===== src/rtl/univ_shift_reg_param_if.sv =====
// Bundle of data/control signals for univ_shift_reg_param.
// The optional shift-amount input exists only when SHREG_SHAMT_EN is defined.
interface univ_shift_reg_param_if #(
    parameter int WIDTH = 8
);
    localparam int CW = $clog2(WIDTH + 1);
    localparam int SW = $clog2(WIDTH);

    logic [2:0]       mode;
    logic             MSBin;
    logic             LSBin;
    logic [WIDTH-1:0] Datain;
`ifdef SHREG_SHAMT_EN
    logic [SW-1:0]    shamt;
`endif
    logic [WIDTH-1:0] Dataout;
    logic             MSBout;
    logic             LSBout;
    logic             sout;
    logic             sout_valid;
    logic             busy;
    logic             done;
    logic [CW-1:0]    bitcnt;

    modport master (
`ifdef SHREG_SHAMT_EN
        output shamt,
`endif
        output mode, MSBin, LSBin, Datain,
        input  Dataout, MSBout, LSBout, sout, sout_valid, busy, done, bitcnt
    );

    modport slave (
`ifdef SHREG_SHAMT_EN
        input  shamt,
`endif
        input  mode, MSBin, LSBin, Datain,
        output Dataout, MSBout, LSBout, sout, sout_valid, busy, done, bitcnt
    );
endinterface


===== src/rtl/univ_shift_reg_param.sv =====
// Universal shift register with a self-timed bit-serial burst; state changes on the falling clk edge.
// Define SHREG_SHAMT_EN to shift/rotate by a variable amount (bus.shamt) instead of 1.
module univ_shift_reg_param #(
    parameter int WIDTH     = 8,
    parameter bit MSB_FIRST = 1'b0
) (
    input  logic                   clk,
    input  logic                   rst,
    univ_shift_reg_param_if.slave  bus
);
    localparam int CW = $clog2(WIDTH + 1);
    localparam int SW = $clog2(WIDTH);
    localparam logic [CW-1:0]    LAST_BIT = CW'(WIDTH - 1);
    localparam logic [WIDTH-1:0] ONES     = '1;

    typedef enum logic [1:0] {
        S_IDLE  = 2'd0,
        S_SHIFT = 2'd1,
        S_DONE  = 2'd2
    } state_t;

    state_t           r_state;
    state_t           w_state_next;
    logic [WIDTH-1:0] r_data;
    logic [WIDTH-1:0] w_data_next;
    logic [CW-1:0]    r_bitcnt;
    logic [CW-1:0]    w_bitcnt_next;
    logic             r_valid;
    logic             w_valid_next;
    logic             r_done;
    logic             w_done_next;

    logic [SW-1:0]    w_amt;
    logic [WIDTH-1:0] w_hi_mask;
    logic [WIDTH-1:0] w_lo_mask;
    logic [WIDTH-1:0] w_shr;
    logic [WIDTH-1:0] w_shl;
    logic [WIDTH-1:0] w_ror;
    logic [WIDTH-1:0] w_rol;
    logic [WIDTH-1:0] w_asr;
    logic [WIDTH-1:0] w_burst;

`ifdef SHREG_SHAMT_EN
    assign w_amt = bus.shamt;
`else
    assign w_amt = SW'(1);
`endif

    // Masks select the vacated bit positions so fills replicate to any amount (zero amount = hold).
    assign w_hi_mask = ~(ONES >> w_amt);
    assign w_lo_mask = ~(ONES << w_amt);

    assign w_shr = (r_data >> w_amt) | ({WIDTH{bus.MSBin}} & w_hi_mask);
    assign w_shl = (r_data << w_amt) | ({WIDTH{bus.LSBin}} & w_lo_mask);
    assign w_asr = (r_data >> w_amt) | ({WIDTH{r_data[WIDTH-1]}} & w_hi_mask);
    assign w_ror = (r_data >> w_amt) | (r_data << (WIDTH - int'(w_amt)));
    assign w_rol = (r_data << w_amt) | (r_data >> (WIDTH - int'(w_amt)));

    generate
        if (MSB_FIRST) begin : g_burst_left
            assign w_burst  = {r_data[WIDTH-2:0], 1'b0};
            assign bus.sout = r_data[WIDTH-1];
        end else begin : g_burst_right
            assign w_burst  = {1'b0, r_data[WIDTH-1:1]};
            assign bus.sout = r_data[0];
        end
    endgenerate

    always_ff @(negedge clk) begin
        if (!rst) begin
            r_state  <= S_IDLE;
            r_data   <= '0;
            r_bitcnt <= '0;
            r_valid  <= 1'b0;
            r_done   <= 1'b0;
        end else begin
            r_state  <= w_state_next;
            r_data   <= w_data_next;
            r_bitcnt <= w_bitcnt_next;
            r_valid  <= w_valid_next;
            r_done   <= w_done_next;
        end
    end

    always_comb begin
        w_state_next  = r_state;
        w_data_next   = r_data;
        w_bitcnt_next = r_bitcnt;
        w_valid_next  = r_valid;
        w_done_next   = 1'b0;
        case (r_state)
            S_IDLE: begin
                case (bus.mode)
                    3'd1: w_data_next = w_shr;
                    3'd2: w_data_next = w_shl;
                    3'd3: w_data_next = bus.Datain;
                    3'd4: w_data_next = w_ror;
                    3'd5: w_data_next = w_rol;
                    3'd6: w_data_next = w_asr;
                    3'd7: begin
                        w_data_next   = bus.Datain;
                        w_bitcnt_next = '0;
                        w_valid_next  = 1'b1;
                        w_state_next  = S_SHIFT;
                    end
                    default: ;
                endcase
            end
            S_SHIFT: begin
                w_bitcnt_next = r_bitcnt + CW'(1);
                // The last bit stays on sout until this edge; the word is not shifted again.
                if (r_bitcnt == LAST_BIT) begin
                    w_state_next = S_DONE;
                    w_valid_next = 1'b0;
                    w_done_next  = 1'b1;
                end else begin
                    w_data_next = w_burst;
                end
            end
            S_DONE: begin
                w_bitcnt_next = '0;
                w_state_next  = S_IDLE;
            end
            default: w_state_next = S_IDLE;
        endcase
    end

    assign bus.Dataout    = r_data;
    assign bus.MSBout     = r_data[WIDTH-1];
    assign bus.LSBout     = r_data[0];
    assign bus.sout_valid = r_valid;
    assign bus.busy       = (r_state != S_IDLE);
    assign bus.done       = r_done;
    assign bus.bitcnt     = r_bitcnt;
endmodule


===== src/flat_wrapper.sv =====
// flat-port wrapper written by rule: the top's interface ports become plain ports
module univ_shift_reg_param_flat 
#(
    parameter int WIDTH     = 8,
    parameter bit MSB_FIRST = 1'b0
)
  (clk, rst, bus_mode, bus_MSBin, bus_LSBin, bus_Datain, bus_Dataout, bus_MSBout, bus_LSBout, bus_sout, bus_sout_valid, bus_busy, bus_done, bus_bitcnt);
  univ_shift_reg_param_if #(.WIDTH(WIDTH)) bus_i ();
  input  logic clk;
  input  logic rst;
  input wire logic [$bits(bus_i.mode)-1:0] bus_mode;
  input wire logic [$bits(bus_i.MSBin)-1:0] bus_MSBin;
  input wire logic [$bits(bus_i.LSBin)-1:0] bus_LSBin;
  input wire logic [$bits(bus_i.Datain)-1:0] bus_Datain;
  output wire logic [$bits(bus_i.Dataout)-1:0] bus_Dataout;
  output wire logic [$bits(bus_i.MSBout)-1:0] bus_MSBout;
  output wire logic [$bits(bus_i.LSBout)-1:0] bus_LSBout;
  output wire logic [$bits(bus_i.sout)-1:0] bus_sout;
  output wire logic [$bits(bus_i.sout_valid)-1:0] bus_sout_valid;
  output wire logic [$bits(bus_i.busy)-1:0] bus_busy;
  output wire logic [$bits(bus_i.done)-1:0] bus_done;
  output wire logic [$bits(bus_i.bitcnt)-1:0] bus_bitcnt;
  assign bus_i.mode = bus_mode;
  assign bus_i.MSBin = bus_MSBin;
  assign bus_i.LSBin = bus_LSBin;
  assign bus_i.Datain = bus_Datain;
  assign bus_Dataout = bus_i.Dataout;
  assign bus_MSBout = bus_i.MSBout;
  assign bus_LSBout = bus_i.LSBout;
  assign bus_sout = bus_i.sout;
  assign bus_sout_valid = bus_i.sout_valid;
  assign bus_busy = bus_i.busy;
  assign bus_done = bus_i.done;
  assign bus_bitcnt = bus_i.bitcnt;
  univ_shift_reg_param #(.WIDTH(WIDTH), .MSB_FIRST(MSB_FIRST)) u_core (.clk(clk), .rst(rst), .bus(bus_i));
endmodule

===== config.mk =====
export PLATFORM = sky130hd
export DESIGN_NAME = univ_shift_reg_param_flat
export DESIGN_NICKNAME = d
export VERILOG_FILES = /design/src/rtl/univ_shift_reg_param_if.sv /design/src/rtl/univ_shift_reg_param.sv /design/src/flat_wrapper.sv
export SDC_FILE = /design/constraint.sdc
export NUM_CORES = 1
export LEC_CHECK = 0
export CAP_MARGIN = 20
export CORE_MARGIN = 2
export CORE_UTILIZATION = 30
export CTS_BUF_LIST = sky130_fd_sc_hd__clkbuf_2 sky130_fd_sc_hd__clkbuf_4 sky130_fd_sc_hd__clkbuf_8
export DETAILED_ROUTE_END_ITERATION = 7
export PLACE_DENSITY = 0.52
export SYNTH_ARGS = -nofsm -noshare
export SYNTH_HDL_FRONTEND = slang
export SYNTH_SLANG_ARGS = --single-unit

===== constraint.sdc =====
create_clock -name clk -period 2.6 [get_ports clk]
set_input_delay 0.39 -clock clk [delete_from_list [all_inputs] [get_ports clk]]
set_output_delay 0.39 -clock clk [all_outputs]
set_load 0.02 [all_outputs]

==> results by group <==
Outcome
  • Status: finished, violations left
  • Failing checks: setup timing

Worst setup path
  • FF-to-FF setup slack: 1.03 ns
  • CP Class: flip-flop to output pin
  • Crit. End Element: output pin
  • Crit path arrival time: 2.27 ns
  • CP Max Fanout: 2
  • R2r startpoint: u_core.r_state[1]
  • Crit path required time: 2.21 ns
  • Reg2Reg Depth: 6
  • CP startpoint kind: flip-flop
  • RR Endpoint: u_core.bus.Dataout[2]

Pwr
  • VDD IR max: 0.217 mV
  • Power per cell area: 425 mW/mm^2
  • Leak: 0.741 nW

Min path
  • Hold Crit Depth: 3
  • Hold Crit Start: u_core.bus.Dataout[2]
  • Hold EP: u_core.bus.Dataout[1]
  • Hold WC Path Type: flip-flop to flip-flop

STA
  • Slew @ Worst Pin: 0.539 ns
  • Final hold vios: 0
  • Final setup vio count: 1
  • Worst Skew: 0.00859 ns
  • Post-route setup TNS: -0.0608 ns
  • Setup ws final: -0.0608 ns
  • Slew Limit Fails: 0
  • Slew HR: 0.640
  • Unrepaired setup endpoints after global routing: true

Place
  • Port buffer count: 32
  • RD Place Congestion: 0.804
  • HPWL after detailed placement: 2.42 mm
  • Area post-placement: 0.00160 sq mm
  • Post-place setup slack: -0.793 ns

Routing
  • Via count: 1257
  • Vias per cell: 5.17
  • Final wirelength: 3.33 mm
  • Drt pass-1 iters: 4
  • Final ANT Viol Nets: 0
  • DRC violations left: 0
  • Routed len/inst: 13.7 microns
  • Initial DRC count: 42

Yosys
  • Syn nets: 147
  • Adder-cell area share of the yosys netlist: 0.0115
  • Synth top area share: 0.296
  • YS warnings: 0
  • Yosys cell types: 39
  • Cells after Synth: 131
  • Register area share after synthesis: 0.296
  • Largest family of logic cells by synthesized area: simple AND/OR/NAND/NOR gates
  • Netlist Area Pre-Place: 0.00108 sq mm
  • Mux share of post-synthesis cell area: 0.0104
  • Top cells by area, synth: dfxtp_1, a21oi_1, buf_4
  • Yosys top cell by area: dfxtp_1
  • XOR/XNOR Fraction of Synth Area: 0.0162
  • Synth Area in Compound Gates: 0.270
  • Simple-gate share of the synthesized area: 0.290
  • Register bit total from synthesis: 16
  • Syn_area_per_cell: 8.27 sq um

Die
  • Die H: 64.1 microns
  • IO Count: 33
  • Num rows: 21
  • Initial core utilization: 0.317
  • Core area: 0.00342 sq mm
  • Die width: 64.1 microns
  • Die area: 0.00411 sq mm

Global routing
  • Number of global-route vias before repair: 1239
  • First-pass GRT wire length: 5.58 mm
  • GRT overflow: 0
  • Largest net degree at the start of global routing: 17
  • Antenna violations before repair: 0
  • GRT Total Usage: 0.169

Finish
  • Antenna Cells: 0
  • Final instance area: 0.00166 sq mm
  • Commonest non-fill, non-tap cells in the layout: buf_4, inv_1
  • Area Growth Syn to Fin: 52.9%
  • Most common cell after layout, fill and taps aside: buf_4
  • # nets final: 214
  • Share of layout cells above drive strength 1: 0.360

Job
  • Max Cap Viol: 0

Clocking
  • Root Buffer: clkbuf_4
  • Deepest clock path buffer count: 2
  • Hold_buf cts: 0
  • Clock-pin slew on the worst setup and hold paths: 0.04 ns
  • CTS tree: done
  • Htree depth: 1
  • Num CTS Buffers: 3
  • Clk_lat worst skew: 0.36 ns
  • CTS Sinks: 16
==> kinds of logic (layout without fill, tap and decap cells) <==
| kind of cell | after synthesis | after routing |
|---|---|---|
| simple gates | 46 | 46 |
| xor+xnor | 2 | 2 |
| mux | 1 | 1 |
| compound gates | 45 | 45 |
| buf+inv | 20 | 86 |
| fa+ha+maj | 1 | 1 |
| flops | 16 | 16 |
==> Yosys cell counts, drive strengths merged <==
master and n:
nor3 1, and2 1, a41oi 1, clkbuf 2, nand4bb 4, o21a 2
o21ai 11, dfxtp 16, nand3 5, mux2 1, a221oi 1, nand4b 6
a21boi 1, inv 5, nor4b 2, nor4 2, nor2b 6, ha 1
nand3b 2, a21bo 1, a21oi 11, buf 13, a32oi 3, xnor2 2
nand2 6, and3 3, a31oi 8, nor2 5, a22oi 2, o311ai 1
a22o 2, and4b 2, a311o 1, nand2b 1
==> power breakdown <==
part | switching [mW] | total, mW | internal (mW)
logic | 0.0985 | 0.197 | 0.0984
clock network | 0.151 | 0.239 | 0.0880
registers | 0.00825 | 0.268 | 0.260
total | 0.258 | 0.704 | 0.446
==> worst max-delay path: stages, from the launching register on <==
cell	delay, ns
dfxtp_2	0.33
nor2_4	0.11
inv_2	0.05
buf_6	0.12
==> per-stage QoR <==
step	total power [mW]	utilization	hold slack (ns)	instances
floorplan	0.418	-	0.579	131
global placement	0.510	0.469	0.602	222
detailed placement	0.512	0.469	0.622	222
CTS	0.713	0.480	0.625	243
global route	0.768	0.485	0.649	243
finish	0.704	0.485	0.624	243
==> registers in the layout, summed over array words and instances (netlist names) <==
signal                 count
u_core.bus.Dataout         8
u_core.r_state             2
u_core.bus.done            1
u_core.bus.sout_valid      1
u_core.bus.bitcnt          4
==> layout make-up <==
class	instances	area (sq um)
fillers	366	1760
multi-input cells	95	686
well taps	46	57.6
repair buffers	62	484
clock inverters	17	65.1
inverters	4	15.0
clock buffers	3	22.5
flip-flops and latches	16	327
==> metal layers <==
layer | up-vias | wire length (microns) | GRT usage
met3 | 4 | 200 | 0.0599
li1 | 626 | - | -
met4 | 0 | 42 | 0.0771
met2 | 41 | 1550 | 0.260
met1 | 586 | 1540 | 0.212
met5 | - | 0 | 0
==> worst max-delay path by stage <==
stage,startpoint,to,slack (ns),depth (start not counted)
6_report,u_core.r_state[0],bus_busy,-0.06,3
5_1_grt,u_core.r_state[0],bus_busy,-0.13,3
3_5_place_dp,bus_mode[1],u_core.bus.Dataout[0],-0.79,5
4_1_cts,u_core.r_state[1],bus_busy,-0.09,3
3_3_place_gp,bus_mode[1],u_core.bus.Dataout[2],-0.66,5
2_1_floorplan,bus_mode[0],u_core.bus.Dataout[2],-0.06,6
==> timing repair <==
item	CTS	global route
endpoints found under the setup margin	32	16
pin swaps	3	1
hold endpoints to repair	0	0
buffers inserted	2	0
gates resized for setup	89	11
No activity file was read; power rests on OpenSTA's default activity.
